## src/rtl/reorder_buffer.sv

```systemverilog
// reorder_buffer
//   Circular in-order retirement buffer for an SS-wide superscalar core.
//   Groups of SS instructions are dispatched all-or-none into consecutive
//   slots at the tail. Completion broadcasts on the CDB mark slots done.
//   Up to SS done entries retire per cycle, strictly in order from the head.
//
// Ports
//   clk, rst              clock, synchronous active-high reset
//   flush                 discard every entry (misprediction recovery)
//   dispatch_valid        an SS-wide group is offered
//   dispatch_rd_arch/phys per-lane architectural / physical destination
//   dispatch_ready        room for a whole group (registered occupancy only)
//   dispatch_rob_id       slot each lane would be assigned this cycle
//   cdb_valid/cdb_rob_id  per-lane completion broadcasts
//   commit_valid          lane retires this cycle (in-order prefix)
//   commit_rd_arch/phys   fields of the retiring entries
//   commit_rob_id         slot of the retiring entries
//   occupancy             number of valid entries
module reorder_buffer #(
  parameter int SS        = 2,
  parameter int ROB_DEPTH = 8
) (
  input  logic       clk,
  input  logic       rst,
  input  logic       flush,
  input  logic       dispatch_valid,
  input  logic [4:0] dispatch_rd_arch [SS],
  input  logic [5:0] dispatch_rd_phys [SS],
  output logic       dispatch_ready,
  output logic [7:0] dispatch_rob_id  [SS],
  input  logic       cdb_valid        [SS],
  input  logic [7:0] cdb_rob_id       [SS],
  output logic       commit_valid     [SS],
  output logic [4:0] commit_rd_arch   [SS],
  output logic [5:0] commit_rd_phys   [SS],
  output logic [7:0] commit_rob_id    [SS],
  output logic [$clog2(ROB_DEPTH):0] occupancy
);

  localparam int IDX_W = $clog2(ROB_DEPTH);
  localparam int OCC_W = IDX_W + 1;

  // Pointers carry one extra wrap bit: equal low bits with equal wrap bits
  // means empty, differing wrap bits means full.
  logic [IDX_W:0]         head;
  logic [IDX_W:0]         tail;
  logic [OCC_W-1:0]       occ;
  logic [ROB_DEPTH-1:0]   valid;
  logic [ROB_DEPTH-1:0]   done;
  logic [4:0]             arch_mem [ROB_DEPTH];
  logic [5:0]             phys_mem [ROB_DEPTH];

  logic [IDX_W-1:0]       disp_slot   [SS];
  logic [IDX_W-1:0]       commit_slot [SS];
  logic [IDX_W-1:0]       cdb_slot    [SS];
  logic [OCC_W-1:0]       n_commit;
  logic                   accept;
  logic                   chain;
  logic                   unused_cdb_hi;

  assign occupancy = occ;

  always_comb begin
    dispatch_ready = (occ <= OCC_W'(ROB_DEPTH - SS));
    accept         = dispatch_valid && dispatch_ready && !flush;
    unused_cdb_hi  = 1'b0;
    for (int k = 0; k < SS; k++) begin
      disp_slot[k]       = tail[IDX_W-1:0] + IDX_W'(k);
      dispatch_rob_id[k] = 8'(disp_slot[k]);
      cdb_slot[k]        = cdb_rob_id[k][IDX_W-1:0];
      unused_cdb_hi      = unused_cdb_hi ^ (^cdb_rob_id[k][7:IDX_W]);
    end
  end

  // Retirement is an in-order prefix: lane k retires only if every older lane
  // retires too. Flush (and reset) suppress retirement for the cycle.
  always_comb begin
    chain    = !rst && !flush;
    n_commit = '0;
    for (int k = 0; k < SS; k++) begin
      commit_slot[k]    = head[IDX_W-1:0] + IDX_W'(k);
      chain             = chain && valid[commit_slot[k]] && done[commit_slot[k]];
      commit_valid[k]   = chain;
      commit_rd_arch[k] = arch_mem[commit_slot[k]];
      commit_rd_phys[k] = phys_mem[commit_slot[k]];
      commit_rob_id[k]  = 8'(commit_slot[k]);
      if (chain) n_commit = n_commit + OCC_W'(1);
    end
  end

  // Control state. Order within the edge: CDB marks, then commit clears,
  // then dispatch writes. Dispatch slots are always free and commit slots
  // always occupied, so the last two never touch the same slot.
  always_ff @(posedge clk) begin
    if (rst || flush) begin
      valid <= '0;
      done  <= '0;
      head  <= '0;
      tail  <= '0;
      occ   <= '0;
    end else begin
      for (int i = 0; i < SS; i++) begin
        if (cdb_valid[i] && valid[cdb_slot[i]]) done[cdb_slot[i]] <= 1'b1;
      end
      for (int k = 0; k < SS; k++) begin
        if (commit_valid[k]) begin
          valid[commit_slot[k]] <= 1'b0;
          done[commit_slot[k]]  <= 1'b0;
        end
      end
      if (accept) begin
        for (int k = 0; k < SS; k++) begin
          valid[disp_slot[k]] <= 1'b1;
          done[disp_slot[k]]  <= 1'b0;
        end
      end
      head <= head + n_commit;
      tail <= tail + (accept ? OCC_W'(SS) : OCC_W'(0));
      occ  <= occ + (accept ? OCC_W'(SS) : OCC_W'(0)) - n_commit;
    end
  end

  // Payload storage carries no reset; valid bits qualify it.
  always_ff @(posedge clk) begin
    if (accept) begin
      for (int k = 0; k < SS; k++) begin
        arch_mem[disp_slot[k]] <= dispatch_rd_arch[k];
        phys_mem[disp_slot[k]] <= dispatch_rd_phys[k];
      end
    end
  end

endmodule

```

## config.mk

```make
export PLATFORM = sky130hd
export DESIGN_NAME = reorder_buffer
export DESIGN_NICKNAME = d
export VERILOG_FILES = /design/src/rtl/reorder_buffer.sv
export SDC_FILE = /design/constraint.sdc
export NUM_CORES = 1
export LEC_CHECK = 0
export BUFFER_PORTS_ARGS = -buffer_cell sky130_fd_sc_hd__buf_2
export CORE_ASPECT_RATIO = 0.9
export CORE_MARGIN = 2
export CORE_UTILIZATION = 30
export CTS_BUF_LIST = sky130_fd_sc_hd__clkbuf_16
export DETAILED_ROUTE_END_ITERATION = 7
export GPL_TIMING_DRIVEN = 0
export SYNTH_ARGS = -nofsm -noshare
export SYNTH_HDL_FRONTEND = slang
export SYNTH_SLANG_ARGS = --single-unit
export TNS_END_PERCENT = 5
```

## constraint.sdc

```tcl
create_clock -name clk -period 5.4 [get_ports clk]
set_input_delay 0.81 -clock clk [delete_from_list [all_inputs] [get_ports clk]]
set_output_delay 0.81 -clock clk [all_outputs]
set_load 0.005 [all_outputs]
```

==> results_dict.tcl, run 1 <==
set metrics [dict create \
    drv_cap 0 \
    cp_max_fo 10 \
    first_pass_iters 5 \
    row_count 51 \
    track_usage_pct 16.83 \
    synth_area_leaders "edfxtp_1 40%, mux4_2 8.6%, dfxtp_1 7.6%" \
    worst_ir_drop_vdd_mv 0.2274 \
    core_area_mm2 0.02157 \
    routed_wirelength_um 19090 \
    syn_to_final_growth_pct 22.16 \
    cts_tree "yes" \
    stdcell_area_mm2 0.008014 \
    clkPwrFrac_pct 53.1 \
    swShare_pct 20.98 \
    r2r-start "head[1]" \
    initial_core_util_pct 30.42 \
    synth.cell_area_mm2 0.006560 \
    yosysWarnings 0 \
    rsz0062_at_grt "false" \
    ctsLongestPathBuffers 2 \
    powerDensity_mw_per_mm2 298.7 \
    skew_ps 6.063 \
    clkSlewWorstSetupHoldPaths_ps 60 \
    worst_slew_pin_slew_ps 1068 \
    slew-limit-headroom_pct 28.72 \
    via_per_inst 5.193 \
    finalCritPeriodShare_pct 75.95 \
    r2r_end "occupancy[3]" \
    start_kind "register" \
    synth.avg_cell_area_um2 11.57 \
    fin_ws_ps 1299 \
    yosys-top-cells-count "89 x nand2_1, 88 x edfxtp_1, 41 x mux2_2" \
    numPortBuffers 70 \
    drc 0 \
    grt_max_degree 32 \
    synth_seq_area_share_pct 47.91 \
    grt_pass1_wl_um 28860 \
    outcome "finished, final reports clean" \
    place_ws_ps 1265 \
    finalMaxSlewViolations 0 \
    holdBufCountCts 0 \
    layout.nets 730 \
    cts-buffers-inserted 17 \
    synth_flop_cell "edfxtp_1" \
    hpwl_um 13220 \
    power_mw 2.394 \
    async_reset_ff_share_pct 0 \
    min_from "valid[5]" \
    num_io_pins 105 \
    worstSkewPairLatency_ps 420 \
    fin_crit_ps 4101 \
    critPathCaptureType "register" \
    drt_iter0_drc 513 \
    placed_cell_area_mm2 0.007350 \
    globalRouteOverflowTotal 0 \
    fillCellCount 2169 \
    num_vias 5089 \
    die_area_mm2 0.02307 \
    path_class "register to register" \
    fmax_mhz 243.8 \
    chipHeight_um 144.3 \
    r2r_setup_slack_ps 1300 \
    yosys.cell_types.count 65 \
    place_congestion 0.9071 \
    grt_pass1_vias 4899 \
    synth_seq_cells 113 \
    antenna_found_initial 0 \
    synth_top_area_share_pct 40.28 \
    yosysMostFrequentCell "nand2_1" \
    die_w_um 159.9 \
    hold_path_end "valid[5]" \
    clock-root-buffer "clkbuf_16" \
    hold_slack_ps 517.1 \
    routedWlPerCell_um 19.48 \
    yosysTopAreaCell "edfxtp_1" \
    holdPathStages 2 \
    comb_power_share_pct 6.5 \
    setup_tns_ps 0 \
    drive_above_1_share_pct 32.37 \
    htreeDepth 4 \
    crit_arrival_ps 4400 \
    required_ps 5700 \
    finalHoldViolations 0 \
    syn_inst 567 \
    postRouteAntennaNets 0 \
    p_seq_share_pct 40.4 \
    antenna_cells 0 \
    p_leak_nw 2.994 \
    hold_class "register to register" \
    reg2reg_depth 15 \
    cts_resized 0 \
    synth_edf_count 88 \
    post-cts-setup-buffers 0 \
    p_int_mw 1.892 \
    setup_viol 0 \
    p_switching_mw 0.5023 \
    clock-sinks 113 \
]
[kinds of logic (layout without fill, tap and decap cells)]
family / count (synthesis) / count (layout) / synth area share (%)
simple gates: 172 / 172 / 11.98
flops: 113 / 113 / 47.91
compound gates: 100 / 100 / 11.04
mux: 87 / 87 / 18.92
buf+inv: 79 / 181 / 6.962
fa+ha+maj: 10 / 10 / 2.251
xor+xnor: 4 / 4 / 0.8203
other cells: 2 / 22 / 0.1145
[worst max path at each step]
stage                     depth (start not counted)           end     from
after floorplan                                  14  occupancy[3]    flush
after global placement                           15  occupancy[3]  head[1]
after detailed placement                         15  occupancy[3]  head[1]
after CTS                                        15  occupancy[3]  head[1]
after global routing                             15  occupancy[3]  head[1]
final                                            15  occupancy[3]  head[1]
[worst max-delay path, cell delays in order (launching register included)]
cell and delay, ps:
dfxtp_1 410, ha_1 350, buf_2 330, clkbuf_1 440
clkbuf_1 500, nand3_1 130, o31ai_1 110, and2_1 210
ha_1 200, inv_1 60, fa_1 480, ha_1 140
inv_1 50, fa_1 370, xor2_1 140, nor2_1 50
[registers in the layout, summed over array words and instances, names as in the netlist]
signal,count
arch_mem,40
done,8
head,3
occupancy,4
phys_mem,48
tail,2
valid,8
[metal layers]
metal	wire (um)	GRT usage (%)	vias up
met2	8777	26.50	248
met1	8411	22.21	2476
met5	0	0	-
met4	467	7.065	0
li1	-	-	2324
met3	1430	4.273	41
[power by group through the flow]
| stage | Sequential (mW) | Clock, mW | Combinational [mW] |
|---|---|---|---|
| final | 0.967 | 1.27 | 0.155 |
| after CTS | 0.967 | 1.28 | 0.155 |
| after global placement | 0.984 | 0 | 0.151 |
| after global routing | 0.968 | 1.32 | 0.172 |
| after detailed placement | 0.985 | 0 | 0.154 |
| after floorplan | 0.981 | 0 | 0.0953 |
[placed cells by master, fill, tap and decap left out, types with 6 or more instances in the layout]
master     instances
and2_1             7
mux4_2            25
nand3_1           16
mux2i_1           16
edfxtp_1          88
and3_1            10
clkbuf_1          13
bufinv_16          6
ha_1               7
buf_2             83
o211ai_1           6
dfxtp_1           25
nor2_1            25
clkbuf_16         17
o21ai_0           19
conb_1            22
a31oi_1           12
nand2_1           89
inv_1             13
a311oi_1           6
a211oi_1           7
mux2_2            41
buf_4             28
a22oi_1            7
a21oi_1           14
[metrics by stage]
stage,util (%),std cells
after floorplan,-,587
after global placement,34.08,948
after detailed placement,34.08,948
after CTS,37.16,980
after global routing,37.16,980
final,37.16,980
[layout make-up]
cell class                 instances  area (um2)  area share [%]
tap                              291       364.1           4.543
inverter                          16       60.06          0.7494
clock inverter                    15       239.0           2.982
clock buffer                      17       425.4           5.308
buffer                            63       396.6           4.949
sequential                       113        3143           39.22
timing repair buffer              70       350.3           4.372
multi-input combinational        395        3035           37.88
Note: power is estimated with default switching activity, not from simulation.
==> run 2, diff against run 1 <==
- ABC_AREA: default -> 1
- clock period: 5.4 -> 3.8 ns (I/O delays scaled with it)
==> results_dict.tcl, run 2 <==
set metrics [dict create \
    cts_tree "yes" \
    syn_inst 806 \
    crit_arrival_ps 3850 \
    slowest_stage "fa_1" \
    p_switching_mw 0.7074 \
    num_io_pins 105 \
    synth_seq_cells 113 \
    grt_pass1_wl_um 31840 \
    worst_slew_pin_slew_ps 930.8 \
    hold_class "input pin to register" \
    drc 0 \
    fmax_mhz 280.7 \
    critPathCaptureType "register" \
    finalCritPeriodShare_pct 93.76 \
    rsz0062_at_grt "false" \
    stdcell_area_mm2 0.008005 \
    place_ws_ps 273.9 \
    synth_top_family_by_area "simple AND/OR/NAND/NOR gates" \
    worst_ir_drop_vdd_mv 0.3137 \
    clkPwrFrac_pct 48.5 \
    synth_flop_cell "edfxtp_1" \
    yosysTopAreaCell "edfxtp_1" \
    routedWlPerCell_um 17.36 \
    setup_viol 0 \
    yosys.cell_types.count 40 \
    chipHeight_um 144.2 \
    outcome "finished, final reports clean" \
    hpwl_um 15020 \
    p_leak_nw 3.523 \
    postRouteAntennaNets 0 \
    worstSkewPairLatency_ps 420 \
    place_inst 1190 \
    core_area_mm2 0.02150 \
    clkSlewWorstSetupHoldPaths_ps 50 \
    crit_path_max_incr_delay_ps 480 \
    first_pass_iters 5 \
    fillCellCount 2225 \
    clock-sinks 113 \
    synth_compound_area_share_pct 13.87 \
    worst-path-buf-inv 5 \
    mostFrequentLayoutCells "210 x nand2_1, 116 x inv_1, 88 x edfxtp_1, 83 x buf_2, 61 x nor2_1" \
    synth_area_leaders "edfxtp_1 40%, nand2_1 12%, dfxtp_1 7.6%" \
    placed_cell_area_mm2 0.007448 \
    p_seq_share_pct 44.2 \
    antenna_found_initial 0 \
    fin_crit_ps 3563 \
    finalHoldViolations 0 \
    layout.nets 972 \
    path_class "register to register" \
    initial_core_util_pct 30.45 \
    grt_max_degree 18 \
    synth.cell_area_mm2 0.006549 \
    fin_ws_ps 237.1 \
    routed_wirelength_um 21210 \
    die_w_um 159.7 \
    num_vias 6018 \
    ctsLongestPathBuffers 2 \
    die_area_mm2 0.02303 \
    powerDensity_mw_per_mm2 387.6 \
    reg2reg_depth 17 \
    synth-simple-area-share_pct 23.25 \
    p_int_mw 2.395 \
    async_reset_ff_share_pct 0 \
    drive_above_1_share_pct 18.47 \
    row_count 51 \
    start_kind "register" \
    largest_register_ffs 48 \
    htreeDepth 4 \
    yosysWarnings 0 \
    synth_top_area_share_pct 40.35 \
    post-cts-setup-buffers 0 \
    slew-limit-headroom_pct 37.88 \
    syn_to_final_growth_pct 22.24 \
    synthMuxAreaShare_pct 0 \
    antenna_cells 0 \
    synth_edf_count 88 \
    place_congestion 0.9111 \
    skew_ps 5.644 \
    final_common_cell "nand2_1" \
    synth.avg_cell_area_um2 8.125 \
    yosysMostFrequentCell "nand2_1" \
    drv_cap 0 \
    yosys-top-cells-count "210 x nand2_1, 112 x inv_1, 88 x edfxtp_1" \
    crit_cells 17 \
    synthXorXnorAreaFrac_pct 0.4012 \
    cp_max_fo 10 \
    drt_iter0_drc 773 \
    cp_top_family "adder cells" \
    via_per_inst 4.925 \
    cts-buffers-inserted 17 \
    stdcell_count 1222 \
    numPortBuffers 69 \
    synthAdderAreaFrac_pct 2.254 \
    comb_power_share_pct 7.3 \
    synth_seq_area_share_pct 47.99 \
    required_ps 4090 \
    globalRouteOverflowTotal 0 \
    track_usage_pct 18.68 \
    holdPathStages 1 \
    finalMaxSlewViolations 0 \
    grt_pass1_vias 5554 \
    clock-root-buffer "clkbuf_16" \
    swShare_pct 22.80 \
    path_cells "buf_4 -> inv_4 -> nand3_4 -> inv_2 -> nand2_1 -> nand3_2 -> nor2_8 -> nand2_4 -> a21oi_1 -> ha_1 -> inv_1 -> fa_1 -> ha_1 -> inv_1 -> fa_1 -> xor2_1 -> nor2_1" \
]
## run 2: cell count changes in the layout (fill, tap and decap cells not counted), sizes merged, moves of 12 or more
| cell | delta |
|---|---|
| nand2 | +124 |
| inv | +108 |
| mux2 | -46 |
| o21ai | +44 |
| nor2 | +40 |
| nand3 | +29 |
| o22ai | +26 |
| mux4 | -25 |
| a221oi | +17 |
| mux2i | -16 |
| nor3 | +13 |
| a31oi | -12 |
## run 2: worst register-to-register path: cells and delay by family (launching register included)
kind	cells	cell delay (ps)
buffers and inverters	5	570
and+or+nand+nor	6	750
DFF	1	400
xor gates and xnor gates	1	140
adders and majority gates	4	1260
AOI/OAI and AO/OA	1	310
## run 2: power by group through the flow
stage	logic [mW]	clock network, mW	registers, mW
after detailed placement	0.225	0	1.40
after global routing	0.256	1.58	1.37
after CTS	0.227	1.52	1.37
after global placement	0.213	0	1.40
after floorplan	0.133	0	1.39
final	0.226	1.50	1.37
## run 2: timing repair
item | in CTS | in global routing
hold endpoints to repair | 0 | 0
setup endpoints to repair | 0 | 1
resized for setup | 0 | 1
hold buffers | 0 | 0
## run 2: cell families after synthesis
family | count (synthesis)
simple gates | 358
buf+inv | 172
compound gates | 148
flops | 113
fa+ha+maj | 10
xor+xnor | 3
other cells | 2
## run 2: through the flow
| step | utilization (%) | hold WS (ps) | power, mW | TNS, ps |
|---|---|---|---|---|
| 3_5_place_dp | 34.64 | 560.9 | 1.622 | 0 |
| 3_3_place_gp | 34.10 | 552.1 | 1.611 | -13040 |
| 5_1_grt | 37.23 | 438.3 | 3.209 | 0 |
| 2_1_floorplan | - | 529.6 | 1.528 | 0 |
| 4_1_cts | 37.22 | 422.7 | 3.116 | 0 |
| 6_report | 37.23 | 432.4 | 3.103 | 0 |
## run 2: worst paths after layout
check,slack (ps),startpoint,to
worst min register to register,580,done[1],done[1]
worst max-delay path,240,head[0],occupancy[3]
worst max register to register,240,head[0],occupancy[3]
worst min-delay path,430,dispatch_rd_arch[8],arch_mem[6][3]
## run 2: final cells by class
class / instances / area, um2 / area share (%)
multi-input cells: 541 / 2705 / 33.79
clock inverters: 15 / 130.1 / 1.626
plain buffers: 50 / 332.8 / 4.158
inverters: 122 / 460.4 / 5.752
flip-flops and latches: 113 / 3144 / 39.28
well taps: 291 / 364.1 / 4.548
clock buffers: 17 / 425.4 / 5.314
repair buffers: 73 / 442.9 / 5.533
## run 2: layer usage
| layer | vias to the layer above | GRT usage [%] | wire length [um] | share of wire [%] |
|---|---|---|---|---|
| li1 | 2896 | - | - | - |
| met1 | 2766 | 25.76 | 9255 | 44 |
| met2 | 323 | 28.57 | 9117 | 43 |
| met3 | 33 | 4.101 | 2323 | 11 |
| met4 | 0 | 7.416 | 516 | 2.4 |
| met5 | - | 0 | 0 | 0 |
